### src/rtl/gpr_access_ctrl_if.sv
// Requester-side bundle for gpr_access_ctrl: the two core datapath ports and the debug port.
interface gpr_access_ctrl_if #(
    parameter int ADDR_W = 6,
    parameter int DATA_W = 32
) ();
    logic              iCoreReqA;
    logic              iCoreWrA;
    logic [ADDR_W-1:0] iCoreAddrA;
    logic [DATA_W-1:0] iCoreDataA;
    logic [DATA_W-1:0] oCoreDataA;
    logic              oCoreValidA;

    logic              iCoreReqB;
    logic              iCoreWrB;
    logic [ADDR_W-1:0] iCoreAddrB;
    logic [DATA_W-1:0] iCoreDataB;
    logic [DATA_W-1:0] oCoreDataB;
    logic              oCoreValidB;

    logic              iDbgReq;
    logic              iDbgWr;
    logic [ADDR_W-1:0] iDbgAddr;
    logic [DATA_W-1:0] iDbgData;
    logic              oDbgGnt;
    logic              oDbgAck;
    logic [DATA_W-1:0] oDbgData;

    modport master (
        output iCoreReqA, iCoreWrA, iCoreAddrA, iCoreDataA,
        input  oCoreDataA, oCoreValidA,
        output iCoreReqB, iCoreWrB, iCoreAddrB, iCoreDataB,
        input  oCoreDataB, oCoreValidB,
        output iDbgReq, iDbgWr, iDbgAddr, iDbgData,
        input  oDbgGnt, oDbgAck, oDbgData
    );

    modport slave (
        input  iCoreReqA, iCoreWrA, iCoreAddrA, iCoreDataA,
        output oCoreDataA, oCoreValidA,
        input  iCoreReqB, iCoreWrB, iCoreAddrB, iCoreDataB,
        output oCoreDataB, oCoreValidB,
        input  iDbgReq, iDbgWr, iDbgAddr, iDbgData,
        output oDbgGnt, oDbgAck, oDbgData
    );
endinterface

### src/rtl/gpr_access_ctrl.sv
// Access controller for the dual-port GPR file: post-reset clear, debug arbitration on
// port B, same-address write collision resolution and write-to-read forwarding.
module gpr_access_ctrl #(
    parameter int ADDR_W = 6,
    parameter int DATA_W = 32,
    parameter int DEPTH  = 64
) (
    input  logic              iClk,
    input  logic              iRst,
    gpr_access_ctrl_if.slave  bus,
    output logic [ADDR_W-1:0] oAddrA,
    output logic [DATA_W-1:0] oDInA,
    output logic              oWriteA,
    input  logic [DATA_W-1:0] iDOutA,
    output logic [ADDR_W-1:0] oAddrB,
    output logic [DATA_W-1:0] oDInB,
    output logic              oWriteB,
    input  logic [DATA_W-1:0] iDOutB,
    output logic              oReady,
    output logic              oCollide
);
    localparam int CLR_W = ADDR_W - 1;
    localparam logic [CLR_W-1:0] CLR_LAST = CLR_W'(DEPTH / 2 - 1);
    localparam logic [CLR_W-1:0] CLR_ONE  = CLR_W'(1);

    typedef enum logic {CLEAR = 1'b0, RUN = 1'b1} state_t;

    state_t            rState;
    logic [CLR_W-1:0]  rClr;
    logic              rReady, rValidA, rValidB, rDbgAck, rDbgRd, rCollide, rFwdA, rFwdB;
    logic [DATA_W-1:0] rFwdDataA, rFwdDataB, rHoldA, rHoldB, rDbgHold, rDInA, rDInB;
    logic [ADDR_W-1:0] rAddrA, rAddrB;

    logic              run, coreRdA, coreRdB, dbgGnt, dbgRd, wrReqB, sameAddr, suppressB, fwdA, fwdB;
    logic              writeA, writeB;
    logic [ADDR_W-1:0] addrA, addrB;
    logic [DATA_W-1:0] dinA, dinB, rdDataA, rdDataB;

    // Port steering: clear sweep, core pass-through, debug on B when core B is idle.
    always_comb begin
        run     = (rState == RUN) && !iRst;
        coreRdA = run && bus.iCoreReqA && !bus.iCoreWrA;
        coreRdB = run && bus.iCoreReqB && !bus.iCoreWrB;
        dbgGnt  = run && bus.iDbgReq && !bus.iCoreReqB;
        dbgRd   = dbgGnt && !bus.iDbgWr;
        addrA   = rAddrA;
        dinA    = rDInA;
        writeA  = 1'b0;
        addrB   = rAddrB;
        dinB    = rDInB;
        wrReqB  = 1'b0;
        if (!iRst && (rState == CLEAR)) begin
            addrA  = {rClr, 1'b0};
            dinA   = {DATA_W{1'b0}};
            writeA = 1'b1;
            addrB  = {rClr, 1'b1};
            dinB   = {DATA_W{1'b0}};
            wrReqB = 1'b1;
        end else if (run) begin
            if (bus.iCoreReqA) begin
                addrA  = bus.iCoreAddrA;
                dinA   = bus.iCoreDataA;
                writeA = bus.iCoreWrA;
            end else begin
                writeA = 1'b0;
            end
            if (bus.iCoreReqB) begin
                addrB  = bus.iCoreAddrB;
                dinB   = bus.iCoreDataB;
                wrReqB = bus.iCoreWrB;
            end else if (dbgGnt) begin
                addrB  = bus.iDbgAddr;
                dinB   = bus.iDbgData;
                wrReqB = bus.iDbgWr;
            end else begin
                wrReqB = 1'b0;
            end
        end else begin
            writeA = 1'b0;
            wrReqB = 1'b0;
        end
        // Port A wins a same-address write; a read opposite an actual write takes its data.
        sameAddr  = (addrA == addrB);
        suppressB = writeA && wrReqB && sameAddr;
        writeB    = wrReqB && !suppressB;
        fwdA      = coreRdA && writeB && sameAddr;
        fwdB      = (coreRdB || dbgRd) && writeA && sameAddr;
        rdDataA   = rFwdA ? rFwdDataA : iDOutA;
        rdDataB   = rFwdB ? rFwdDataB : iDOutB;
    end

    // Clear/run sequencing plus all response-side registers.
    always_ff @(posedge iClk) begin
        if (iRst) begin
            rState    <= CLEAR;
            rClr      <= {CLR_W{1'b0}};
            rReady    <= 1'b0;
            rValidA   <= 1'b0;
            rValidB   <= 1'b0;
            rDbgAck   <= 1'b0;
            rDbgRd    <= 1'b0;
            rCollide  <= 1'b0;
            rFwdA     <= 1'b0;
            rFwdB     <= 1'b0;
            rFwdDataA <= {DATA_W{1'b0}};
            rFwdDataB <= {DATA_W{1'b0}};
            rHoldA    <= {DATA_W{1'b0}};
            rHoldB    <= {DATA_W{1'b0}};
            rDbgHold  <= {DATA_W{1'b0}};
            rAddrA    <= {ADDR_W{1'b0}};
            rAddrB    <= {ADDR_W{1'b0}};
            rDInA     <= {DATA_W{1'b0}};
            rDInB     <= {DATA_W{1'b0}};
        end else begin
            case (rState)
                CLEAR: begin
                    if (rClr == CLR_LAST) begin
                        rState <= RUN;
                        rReady <= 1'b1;
                    end else begin
                        rClr <= rClr + CLR_ONE;
                    end
                end
                RUN: begin
                    rState <= RUN;
                    rReady <= 1'b1;
                end
                default: begin
                    rState <= CLEAR;
                    rClr   <= {CLR_W{1'b0}};
                    rReady <= 1'b0;
                end
            endcase
            rValidA   <= coreRdA;
            rValidB   <= coreRdB;
            rDbgAck   <= dbgGnt;
            rDbgRd    <= dbgRd;
            rCollide  <= suppressB;
            rFwdA     <= fwdA;
            rFwdB     <= fwdB;
            rFwdDataA <= dinB;
            rFwdDataB <= dinA;
            rHoldA    <= rValidA ? rdDataA : rHoldA;
            rHoldB    <= rValidB ? rdDataB : rHoldB;
            rDbgHold  <= rDbgRd ? rdDataB : rDbgHold;
            rAddrA    <= addrA;
            rAddrB    <= addrB;
            rDInA     <= dinA;
            rDInB     <= dinB;
        end
    end

    assign oAddrA          = addrA;
    assign oDInA           = dinA;
    assign oWriteA         = writeA;
    assign oAddrB          = addrB;
    assign oDInB           = dinB;
    assign oWriteB         = writeB;
    assign oReady          = rReady;
    assign oCollide        = rCollide;
    assign bus.oCoreValidA = rValidA;
    assign bus.oCoreDataA  = rValidA ? rdDataA : rHoldA;
    assign bus.oCoreValidB = rValidB;
    assign bus.oCoreDataB  = rValidB ? rdDataB : rHoldB;
    assign bus.oDbgGnt     = dbgGnt;
    assign bus.oDbgAck     = rDbgAck;
    assign bus.oDbgData    = rDbgRd ? rdDataB : rDbgHold;
endmodule

### src/flat_wrapper.sv
// flat-port wrapper written by rule: the top's interface ports become plain ports
module gpr_access_ctrl_flat 
#(
    parameter int ADDR_W = 6,
    parameter int DATA_W = 32,
    parameter int DEPTH  = 64
)
  (iClk, iRst, oAddrA, oDInA, oWriteA, iDOutA, oAddrB, oDInB, oWriteB, iDOutB, oReady, oCollide, bus_iCoreReqA, bus_iCoreWrA, bus_iCoreAddrA, bus_iCoreDataA, bus_oCoreDataA, bus_oCoreValidA, bus_iCoreReqB, bus_iCoreWrB, bus_iCoreAddrB, bus_iCoreDataB, bus_oCoreDataB, bus_oCoreValidB, bus_iDbgReq, bus_iDbgWr, bus_iDbgAddr, bus_iDbgData, bus_oDbgGnt, bus_oDbgAck, bus_oDbgData);
  gpr_access_ctrl_if #(.ADDR_W(ADDR_W), .DATA_W(DATA_W)) bus_i ();
  input  logic iClk;
  input  logic iRst;
  output logic [ADDR_W-1:0] oAddrA;
  output logic [DATA_W-1:0] oDInA;
  output logic oWriteA;
  input  logic [DATA_W-1:0] iDOutA;
  output logic [ADDR_W-1:0] oAddrB;
  output logic [DATA_W-1:0] oDInB;
  output logic oWriteB;
  input  logic [DATA_W-1:0] iDOutB;
  output logic oReady;
  output logic oCollide;
  input wire logic [$bits(bus_i.iCoreReqA)-1:0] bus_iCoreReqA;
  input wire logic [$bits(bus_i.iCoreWrA)-1:0] bus_iCoreWrA;
  input wire logic [$bits(bus_i.iCoreAddrA)-1:0] bus_iCoreAddrA;
  input wire logic [$bits(bus_i.iCoreDataA)-1:0] bus_iCoreDataA;
  output wire logic [$bits(bus_i.oCoreDataA)-1:0] bus_oCoreDataA;
  output wire logic [$bits(bus_i.oCoreValidA)-1:0] bus_oCoreValidA;
  input wire logic [$bits(bus_i.iCoreReqB)-1:0] bus_iCoreReqB;
  input wire logic [$bits(bus_i.iCoreWrB)-1:0] bus_iCoreWrB;
  input wire logic [$bits(bus_i.iCoreAddrB)-1:0] bus_iCoreAddrB;
  input wire logic [$bits(bus_i.iCoreDataB)-1:0] bus_iCoreDataB;
  output wire logic [$bits(bus_i.oCoreDataB)-1:0] bus_oCoreDataB;
  output wire logic [$bits(bus_i.oCoreValidB)-1:0] bus_oCoreValidB;
  input wire logic [$bits(bus_i.iDbgReq)-1:0] bus_iDbgReq;
  input wire logic [$bits(bus_i.iDbgWr)-1:0] bus_iDbgWr;
  input wire logic [$bits(bus_i.iDbgAddr)-1:0] bus_iDbgAddr;
  input wire logic [$bits(bus_i.iDbgData)-1:0] bus_iDbgData;
  output wire logic [$bits(bus_i.oDbgGnt)-1:0] bus_oDbgGnt;
  output wire logic [$bits(bus_i.oDbgAck)-1:0] bus_oDbgAck;
  output wire logic [$bits(bus_i.oDbgData)-1:0] bus_oDbgData;
  assign bus_i.iCoreReqA = bus_iCoreReqA;
  assign bus_i.iCoreWrA = bus_iCoreWrA;
  assign bus_i.iCoreAddrA = bus_iCoreAddrA;
  assign bus_i.iCoreDataA = bus_iCoreDataA;
  assign bus_oCoreDataA = bus_i.oCoreDataA;
  assign bus_oCoreValidA = bus_i.oCoreValidA;
  assign bus_i.iCoreReqB = bus_iCoreReqB;
  assign bus_i.iCoreWrB = bus_iCoreWrB;
  assign bus_i.iCoreAddrB = bus_iCoreAddrB;
  assign bus_i.iCoreDataB = bus_iCoreDataB;
  assign bus_oCoreDataB = bus_i.oCoreDataB;
  assign bus_oCoreValidB = bus_i.oCoreValidB;
  assign bus_i.iDbgReq = bus_iDbgReq;
  assign bus_i.iDbgWr = bus_iDbgWr;
  assign bus_i.iDbgAddr = bus_iDbgAddr;
  assign bus_i.iDbgData = bus_iDbgData;
  assign bus_oDbgGnt = bus_i.oDbgGnt;
  assign bus_oDbgAck = bus_i.oDbgAck;
  assign bus_oDbgData = bus_i.oDbgData;
  gpr_access_ctrl #(.ADDR_W(ADDR_W), .DATA_W(DATA_W), .DEPTH(DEPTH)) u_core (.iClk(iClk), .iRst(iRst), .bus(bus_i), .oAddrA(oAddrA), .oDInA(oDInA), .oWriteA(oWriteA), .iDOutA(iDOutA), .oAddrB(oAddrB), .oDInB(oDInB), .oWriteB(oWriteB), .iDOutB(iDOutB), .oReady(oReady), .oCollide(oCollide));
endmodule
### config.mk
export PLATFORM = sky130hd
export DESIGN_NAME = gpr_access_ctrl_flat
export DESIGN_NICKNAME = d
export VERILOG_FILES = /design/src/rtl/gpr_access_ctrl_if.sv /design/src/rtl/gpr_access_ctrl.sv /design/src/flat_wrapper.sv
export SDC_FILE = /design/constraint.sdc
export NUM_CORES = 1
export LEC_CHECK = 0
export BUFFER_PORTS_ARGS = -buffer_cell sky130_fd_sc_hd__buf_4
export CELL_PAD_IN_SITES_DETAIL_PLACEMENT = 0
export CELL_PAD_IN_SITES_GLOBAL_PLACEMENT = 1
export CORE_UTILIZATION = 38
export CTS_BUF_LIST = sky130_fd_sc_hd__clkbuf_8
export DETAILED_ROUTE_END_ITERATION = 10
export PLACE_DENSITY = 0.95
export SYNTH_ARGS = -nofsm -noshare
export SYNTH_HDL_FRONTEND = slang
export SYNTH_SLANG_ARGS = --single-unit
### constraint.sdc
create_clock -name iClk -period 3.4 [get_ports iClk]
set_input_delay 0.17 -clock iClk [delete_from_list [all_inputs] [get_ports iClk]]
set_output_delay 0.17 -clock iClk [all_outputs]
set_load 0.02 [all_outputs]
==> impl_metrics.py <==
metrics = {
    "logic_synthesis": {
        "yosys.area.top_type_share_pct": 42.0,
        "synth-main-ff-cell": "dfxtp_1",
        "synthCells": 1079,
        "synth.top_cells.by_area": "dfxtp_1 42%, mux2i_1 15%, a21oi_1 9.8%",
        "yosysWarnings": 0,
        "synth_seq_cells": 186,
        "synth.most_common_cell": "nor2_1",
        "async_flop_share_pct": 0,
        "synth.distinct_cells": 47,
        "synth_edf_count": 0,
        "yosys.area.top_type": "dfxtp_1",
        "ys_top_cells_by_count": "213 x nor2_1, 186 x dfxtp_1, 173 x a21oi_1",
        "synth_area_um2": 8860,
        "syn_area_per_cell_um2": 8.21,
        "syn_nets": 1267,
        "ys_seq_area_share_pct": 42.0,
    },
    "setup_path": {
        "crit_family": "flip-flops",
        "path_max_fanout": 31,
        "critPathKind": "register to output pin",
        "critPathSlowestCell": "dfxtp_1",
        "cp_data_arrival_time_ns": 2.81,
        "reg2reg_from": "u_core.rState",
        "rrSetupSlack_ns": 1.18,
        "cp_common_cell": "buf_4",
        "critPathLaunch": "u_core.rState",
        "critPathMaxStageDelay_ns": 0.65,
        "end_kind": "output pin",
        "cp.buffers_inverters": 2,
        "critPathRequiredTime_ns": 3.23,
        "worstSetupStartpointType": "register",
        "r2r_cells": 6,
        "crit_chain": "or2b_4, buf_4, o32ai_1, xor2_1, nand4_2, o21ba_1, buf_4",
        "r2r-end": "u_core.rFwdB",
    },
    "clock_tree": {
        "numCtsBuffers": 17,
        "cts_hold_buf": 68,
        "clock_sinks": 186,
        "cts_setup_buffers": 0,
        "clk_latency_ns": 0.46,
        "htreeDepth": 4,
        "cts_root_buf": "clkbuf_8",
        "path_clk_slew_ns": 0.11,
        "cts.repair.resized": 0,
        "clock_path_buffers": 2,
        "cts_tree": "yes",
    },
    "power_and_ir_drop": {
        "max-vdd-ir-drop_uv": 206,
        "power.leakage_nw": 5.88,
        "p_per_area_nw_per_um2": 327,
    },
    "sta": {
        "layout_min_cycle_time_ns": 2.98,
        "grt_setup_unrepaired": "false",
        "min_period_over_period_pct": 87.5,
        "relSlewSlack_pct": 36.0,
        "tightest_slew_ns": 0.960,
        "fin_setup_tns_ns": 0,
        "slew_violations": 0,
        "finalClockSkew_ns": 0.0270,
        "setup_ws_ns": 0.425,
        "setup_viol": 0,
        "finalHoldViolations": 0,
        "clock.fmax_mhz": 336,
    },
    "drt": {
        "wl_per_cell_um": 16.2,
        "drtIter0Drc": 391,
        "wl_um": 29000,
        "avgViaCountPerCell": 4.93,
        "drc": 0,
        "num_vias": 8800,
        "detail_route.first_pass.iterations": 5,
        "ant_nets": 0,
    },
    "finish": {
        "fin_cells": 1786,
        "nNetsFinal": 1648,
        "fin_util_pct": 56.2,
        "antenna_cells": 0,
        "drive_above_1_share_pct": 29.3,
        "layout-area-overhead-vs-synth_pct": 44.6,
    },
    "floorplanning": {
        "rows": 55,
        "core-area_um2": 22800,
        "start_util_pct": 38.9,
        "ios": 366,
        "dieWidth_um": 155,
        "die-area_um2": 23900,
        "die_h_um": 155,
    },
    "placed_design": {
        "pre_cts_ws_ns": 0.885,
        "dp.cells": 1686,
        "gp_congestion": 0.852,
        "dp_hpwl_um": 21000,
        "port_buffers": 365,
    },
    "hold_path": {
        "hp-class": "input port to register",
        "hold_depth": 3,
        "min_to": "u_core.rAddrA[0]",
        "hp-start": "bus_iCoreReqA",
    },
    "global_route": {
        "grt_max_degree": 65,
        "grt_pass1_vias": 8503,
        "antenna_found_initial": 0,
        "grt-ovfl-total": 0,
        "grt_usage_pct": 23.8,
        "grt_pass1_wl_um": 44500,
    },
    "outcome": {
        "outcome": "completed",
    },
    "flow_run": {
        "maxCapViolations": 0,
    },
}
## power breakdown
part           switching, W  total (W)  internal [W]
clock              0.000904    0.00148      0.000572
combinational      0.000230   0.000515      0.000285
sequential       0.00000717    0.00219       0.00219
total               0.00114    0.00418       0.00304
## flip-flops by register name, summed over array words and instances, names as in the netlist, 5 cells and up
signal            flops
u_core.rFwdDataB     32
u_core.rDbgHold      32
u_core.rFwdDataA     32
u_core.rClr           5
u_core.rHoldB        32
u_core.rAddrB         6
u_core.rHoldA        32
u_core.rAddrA         6
## through the flow
stage | hold slack [ns] | instance area, um^2 | power, W
2_1_floorplan | 0.242 | 8860 | 0.00246
3_3_place_gp | 0.358 | 11700 | 0.00269
3_5_place_dp | 0.359 | 11700 | 0.00269
4_1_cts | 0.00804 | 12800 | 0.00424
5_1_grt | 0.0212 | 12800 | 0.00437
6_report | 0.0552 | 12800 | 0.00418
## layout by cell type, fill, tap and decap left out, drive strengths merged, types with 3 or more instances in the layout
cell           n
a21o          35
a21oi        173
a31oi          3
buf          380
clkbuf        18
clkinv         7
dfxtp        186
dlygate4sd3   68
inv           15
mux2i        133
nand2         75
nand2b         5
nand3          6
nand4          4
nor2         213
nor2b        105
nor3           7
o21ai          3
xnor2          3
xor2           5
## cell type report
type	instances	area, um^2
clock inverters	14	150
well taps	313	392
repair buffers	448	3540
fillers	2074	9970
flip-flops and latches	186	3730
multi-input cells	798	4720
inverters	9	33.8
clock buffers	18	248
## routing by layer
layer	up-vias	part of all wire (%)	track usage [%]
li1	4372	-	-
met2	332	48	41.7
met5	-	0	0
met3	53	8.4	7.43
met4	0	3.9	11.6
met1	4043	40	26.1
## how the worst max path moves through the flow
stage          endpoint  slack [ns]  depth (start not counted)
6_report        oWriteB        0.42                          7
5_1_grt         oWriteB        0.19                          7
4_1_cts         oWriteB        0.36                          7
3_5_place_dp    oWriteB        0.89                          7
3_3_place_gp    oWriteB        0.92                          7
2_1_floorplan   oWriteB        1.21                          7
## logic make-up after synthesis
kind of cell	count (synthesis)	share of synthesized area (%)
AO/OA/AOI/OAI	232	15.1
XOR/XNOR	8	0.791
adder cells (fa/ha/maj)	2	0.283
buffers and inverters	95	4.75
flip-flops	186	42.0
multiplexers	135	15.3
AND/OR/NAND/NOR	421	21.7
## worst reg2reg max path, stage by stage, from the launching register on
cell     delay (ns)
dfxtp_1        0.65
or2b_4         0.34
buf_4          0.25
o32ai_1        0.30
xor2_1         0.27
nand4_2        0.17
nor3_2         0.18
Power figures use the tool's default switching activity.
